<file path="config.mk">
export PLATFORM = sky130hd
export DESIGN_NAME = pr_elastic
export DESIGN_NICKNAME = d
export VERILOG_FILES = /design/src/rtl/mips_core_pkg.sv /design/src/rtl/pr_skid_slice.sv /design/src/rtl/pr_elastic.sv
export SDC_FILE = /design/constraint.sdc
export NUM_CORES = 1
export LEC_CHECK = 0
export ABC_AREA = 1
export BUFFER_PORTS_ARGS = -buffer_cell sky130_fd_sc_hd__buf_4
export CORE_MARGIN = 5
export CORE_UTILIZATION = 30
export DETAILED_ROUTE_END_ITERATION = 6
export GPL_TIMING_DRIVEN = 0
export PLACE_DENSITY_LB_ADDON = 0.25
export SLEW_MARGIN = 20
export SYNTH_ARGS = -nofsm -noshare
export SYNTH_HDL_FRONTEND = slang
export SYNTH_SLANG_ARGS = --single-unit
</file>
<file path="constraint.sdc">
create_clock -name clk -period 2.3 [get_ports clk]
set_input_delay 0.115 -clock clk [delete_from_list [all_inputs] [get_ports clk]]
set_output_delay 0.115 -clock clk [all_outputs]
set_load 0.03 [all_outputs]
</file>
<file path="src/rtl/mips_core_pkg.sv">
// Shared types for the mips_core pipeline: skid-slice state and counter width
// used by the elastic inter-stage register pr_elastic.
package mips_core_pkg;

  typedef enum logic [1:0] {SLICE_EMPTY, SLICE_BUSY, SLICE_FULL} skid_state_t;

  localparam int PR_ELASTIC_CNT_W = 32;

endpackage

</file>
<file path="src/rtl/pr_skid_slice.sv">
// One 2-entry skid slice: main feeds out_data, skid catches the word that
// arrives in the cycle downstream stalls, so in_ready comes from state alone.
module pr_skid_slice
  import mips_core_pkg::*;
#(
  parameter int DATA_W = 32
) (
  input  logic              clk,
  input  logic              rst_n,
  input  logic              flush,
  input  logic              in_valid,
  output logic              in_ready,
  input  logic [DATA_W-1:0] in_data,
  output logic              out_valid,
  input  logic              out_ready,
  output logic [DATA_W-1:0] out_data
);

  skid_state_t       state;
  logic [DATA_W-1:0] main;
  logic [DATA_W-1:0] skid;

  assign in_ready  = (state != SLICE_FULL);
  assign out_valid = (state != SLICE_EMPTY);
  assign out_data  = main;

  // in_valid is used directly as in_fire in EMPTY/BUSY since in_ready is 1
  // there; out_ready likewise stands for out_fire in BUSY/FULL.
  always_ff @(posedge clk) begin
    if (!rst_n || flush) begin
      state <= SLICE_EMPTY;
      main  <= '0;
      skid  <= '0;
    end else begin
      case (state)
        SLICE_EMPTY: begin
          if (in_valid) begin
            main  <= in_data;
            state <= SLICE_BUSY;
          end
        end
        SLICE_BUSY: begin
          if (in_valid && out_ready) begin
            main <= in_data;
          end else if (in_valid) begin
            skid  <= in_data;
            state <= SLICE_FULL;
          end else if (out_ready) begin
            state <= SLICE_EMPTY;
          end
        end
        SLICE_FULL: begin
          if (out_ready) begin
            main  <= skid;
            state <= SLICE_BUSY;
          end
        end
        default: state <= SLICE_EMPTY;
      endcase
    end
  end

endmodule

</file>
<file path="src/rtl/pr_elastic.sv">
// Elastic inter-stage register: DEPTH chained skid slices with valid/ready.
// Define PR_ELASTIC_PERF_EN to add the stall_cycles / occupancy counters.
module pr_elastic
  import mips_core_pkg::*;
#(
  parameter int DATA_W = 32,
  parameter int DEPTH  = 1
) (
  input  logic              clk,
  input  logic              rst_n,
  input  logic              flush,
  input  logic              in_valid,
  output logic              in_ready,
  input  logic [DATA_W-1:0] in_data,
  output logic              out_valid,
  input  logic              out_ready,
  output logic [DATA_W-1:0] out_data
`ifdef PR_ELASTIC_PERF_EN
  ,
  output logic [PR_ELASTIC_CNT_W-1:0]   stall_cycles,
  output logic [$clog2(2*DEPTH+1)-1:0]  occupancy
`endif
);

  // Index k is the boundary in front of slice k; index DEPTH is the block output.
  logic [DATA_W-1:0] data_c [DEPTH+1];
  logic [DEPTH:0]    valid_c;
  logic [DEPTH:0]    ready_c;

  assign data_c[0]      = in_data;
  assign valid_c[0]     = in_valid;
  assign in_ready       = ready_c[0];
  assign ready_c[DEPTH] = out_ready;
  assign out_valid      = valid_c[DEPTH];
  assign out_data       = data_c[DEPTH];

  for (genvar k = 0; k < DEPTH; k++) begin : g_slice
    pr_skid_slice #(
      .DATA_W (DATA_W)
    ) u_slice (
      .clk       (clk),
      .rst_n     (rst_n),
      .flush     (flush),
      .in_valid  (valid_c[k]),
      .in_ready  (ready_c[k]),
      .in_data   (data_c[k]),
      .out_valid (valid_c[k+1]),
      .out_ready (ready_c[k+1]),
      .out_data  (data_c[k+1])
    );
  end

`ifdef PR_ELASTIC_PERF_EN
  localparam int OCC_W = $clog2(2*DEPTH+1);

  function automatic logic [PR_ELASTIC_CNT_W-1:0] sat_inc(
    input logic [PR_ELASTIC_CNT_W-1:0] v
  );
    return (v == {PR_ELASTIC_CNT_W{1'b1}}) ? v : v + 1'b1;
  endfunction

  logic in_fire;
  logic out_fire;

  assign in_fire  = in_valid & in_ready;
  assign out_fire = out_valid & out_ready;

  // The stall count survives flush so a kill does not hide past backpressure.
  always_ff @(posedge clk) begin
    if (!rst_n) begin
      stall_cycles <= '0;
    end else if (out_valid && !out_ready) begin
      stall_cycles <= sat_inc(stall_cycles);
    end
  end

  always_ff @(posedge clk) begin
    if (!rst_n || flush) begin
      occupancy <= '0;
    end else begin
      occupancy <= occupancy + OCC_W'(in_fire) - OCC_W'(out_fire);
    end
  end
`endif

endmodule

</file>
==> results.cfg <==
[synthesis]
ys_seq_area_frac = 0.4439
synthFlopType = dfxtp_1
synth_compound_area_frac = 0.08239
synth.distinct_cells = 16
synthTopCellsByCount = 125 x nand2_1, 117 x nor2_1, 66 x dfxtp_1, 43 x inv_1, 34 x o21ai_0
syn_area_per_cell_um2 = 6.429
yosys.area_share.simple = 0.3623
async_flop_share = 0
synth_top_family_by_area = simple AND/OR/NAND/NOR gates
synthXorXnorAreaFrac = 0
synth_fa_ha_area_frac = 0
synthesis.area_um2 = 2977
synth_edf_count = 0
synth_most_common_cell = nand2_1
synth_warnings = 0
synth_mux_area_frac = 0
synth_top_area_cell = dfxtp_1
synth_seq_cells = 66
synth_top_area_share = 0.4439
ys_top_cells_by_area = dfxtp_1 44%, nand2_1 16%, nor2_1 15%, o21ai_0 5.7%, inv_1 5.4%
syn-instance-count = 463
syn-num-nets = 500

[sta]
tightestPinTransition_ns = 0.4994
hold_viol_final = 0
min_period_ns = 1.641
finClkSkew_ns = 0.01016
slew_headroom = 0.6671
holdWs_ns = 0.01789
grt_setup_unrepaired = no
fmax_mhz = 609.3
drv_slew = 0
setup_viol = 0
fin_setup_tns_ns = 0
fin_crit_sh = 0.7136

[clocking]
htreeDepth = 3
cts_buffers = 9
clock-sinks = 66
ctsRootBufferMaster = clkbuf_8
cts_setup_buffers = 0
clk_pin_slew_ns = 0.09
clockBufferDepth = 2
cts_hold_buf = 1
postCtsResizedCells = 0
cts_tree = done
worstSkewPairLatency_ns = 0.36

[run_status]
status = finished, final reports clean

[final_layout]
final_util = 0.4014
design_area_um2 = 3905
fin_nets = 582
n_antenna_cell = 0
drive_gt1_frac = 0.1945
syn_to_final_growth_pct = 31.19

[setup_path]
critPathKind = reg2out
crit_fanout = 10
cp_slowest_cell = dfxtp_1
arrival_ns = 1.53
cp_slowest_stage_delay_ns = 0.36
critical_path_required_ns = 2.18
r2r_cells = 6
endpoint_kind = output port
crit_path_start_kind = flip-flop
worst-path-buf-inv = 4
crit_top_cell = buf_2
cp.depth = 5
cp_top_family = buffers and inverters
crit_chain = inv_2 -> buf_2 -> nand2_1 -> buf_2 -> buf_4
rrSetupSlack_ns = 0.87

[floorplan]
die_x_um = 109.6
die_area_um2 = 12010
num_io_pins = 71
start_util = 0.3059
fp.dieH_um = 109.6
core_um2 = 9729
rows = 36

[global_route]
grt_usage = 0.1402
antenna_found_initial = 0
grt_max_degree = 14
grt_pass1_wl_um = 12990
grt_overflow = 0
grt_pass1_vias = 2722

[routing]
routed_wl_um = 7858
wl_per_cell_um = 11.51
viasPerCell = 4.258
drtPass1Iterations = 4
ant_nets = 0
vias = 2908
first_iter_violations = 129
drc = 0

[pwr]
power_density_nw_per_um2 = 699.5
power.leakage_nw = 1.827
power.total_mw = 2.732
ir_drop_v = 0.0002362

[placed_design]
dpl.hpwl_um = 5530
io_buffers = 70
gp_congestion = 0.7352
placed_area_um2 = 3669

[job]
cap_violations = 0

[min_path]
hold_path.class = in2reg
holdPathStages = 3
## path summary, 6_finish.rpt
path | startpoint | to
worst max-delay path | g_slice[0].u_slice.state[0] | in_ready
worst min-delay path | in_data[19] | g_slice[0].u_slice.skid[19]
worst max register to register | g_slice[0].u_slice.state[0] | g_slice[0].u_slice.skid[29]
worst min register to register | g_slice[0].u_slice.skid[30] | g_slice[0].u_slice.skid[30]
## kinds of logic (layout without fill, tap and decap cells)
kind of cell / Yosys count / after routing
AO/OA/AOI/OAI: 49 / 49
buffers and inverters: 75 / 162
flip-flops: 66 / 66
AND/OR/NAND/NOR: 273 / 273
## metal layers
metal  share of wire  GRT usage
met1            0.48     0.1731
met2            0.45     0.2267
met5               0          0
met3           0.050    0.03758
met4           0.017    0.06589
## sequential cells by signal, summed over array words and instances (netlist names)
signal                    count
g_slice.u_slice.out_data     32
g_slice.u_slice.state         2
g_slice.u_slice.skid         32
## per-stage QoR
step | cells | worst slack, ns
global placement | 666 | 0.9169
global route | 683 | 0.5636
floorplan | 463 | 1.117
CTS | 683 | 0.6323
finish | 683 | 0.6588
detailed placement | 666 | 0.8783
## tightest hold or removal path, cell delays in order
cell and delay [ns]:
buf_4 0.09, o21ai_0 0.07, nor2_1 0.08
## where the power goes
part	switching [mW]	internal, mW
clock network	0.507	0.619
registers	0.0175	1.18
logic	0.246	0.163
total	0.771	1.96
## placed cells by master (no fill, tap or decap), types with 6 or more instances in the layout
master / instances
o21ai_0: 34
inv_1: 43
a21oi_1: 9
buf_2: 10
clkbuf_8: 9
nor2_1: 117
nand3_1: 29
buf_4: 74
clkbuf_1: 11
dfxtp_1: 66
nand2_1: 125
o21ai_1: 6
## final cells by class
class | count | area, um^2
fillers | 1101 | 5824
multi-input cells | 322 | 1324
flip-flops and latches | 66 | 1321
repair buffers | 71 | 535.5
inverters | 46 | 172.7
well taps | 133 | 166.4
plain buffers | 29 | 158.9
clock buffers | 9 | 123.9
clock inverters | 7 | 102.6
Note: power is estimated with default switching activity, not from simulation.
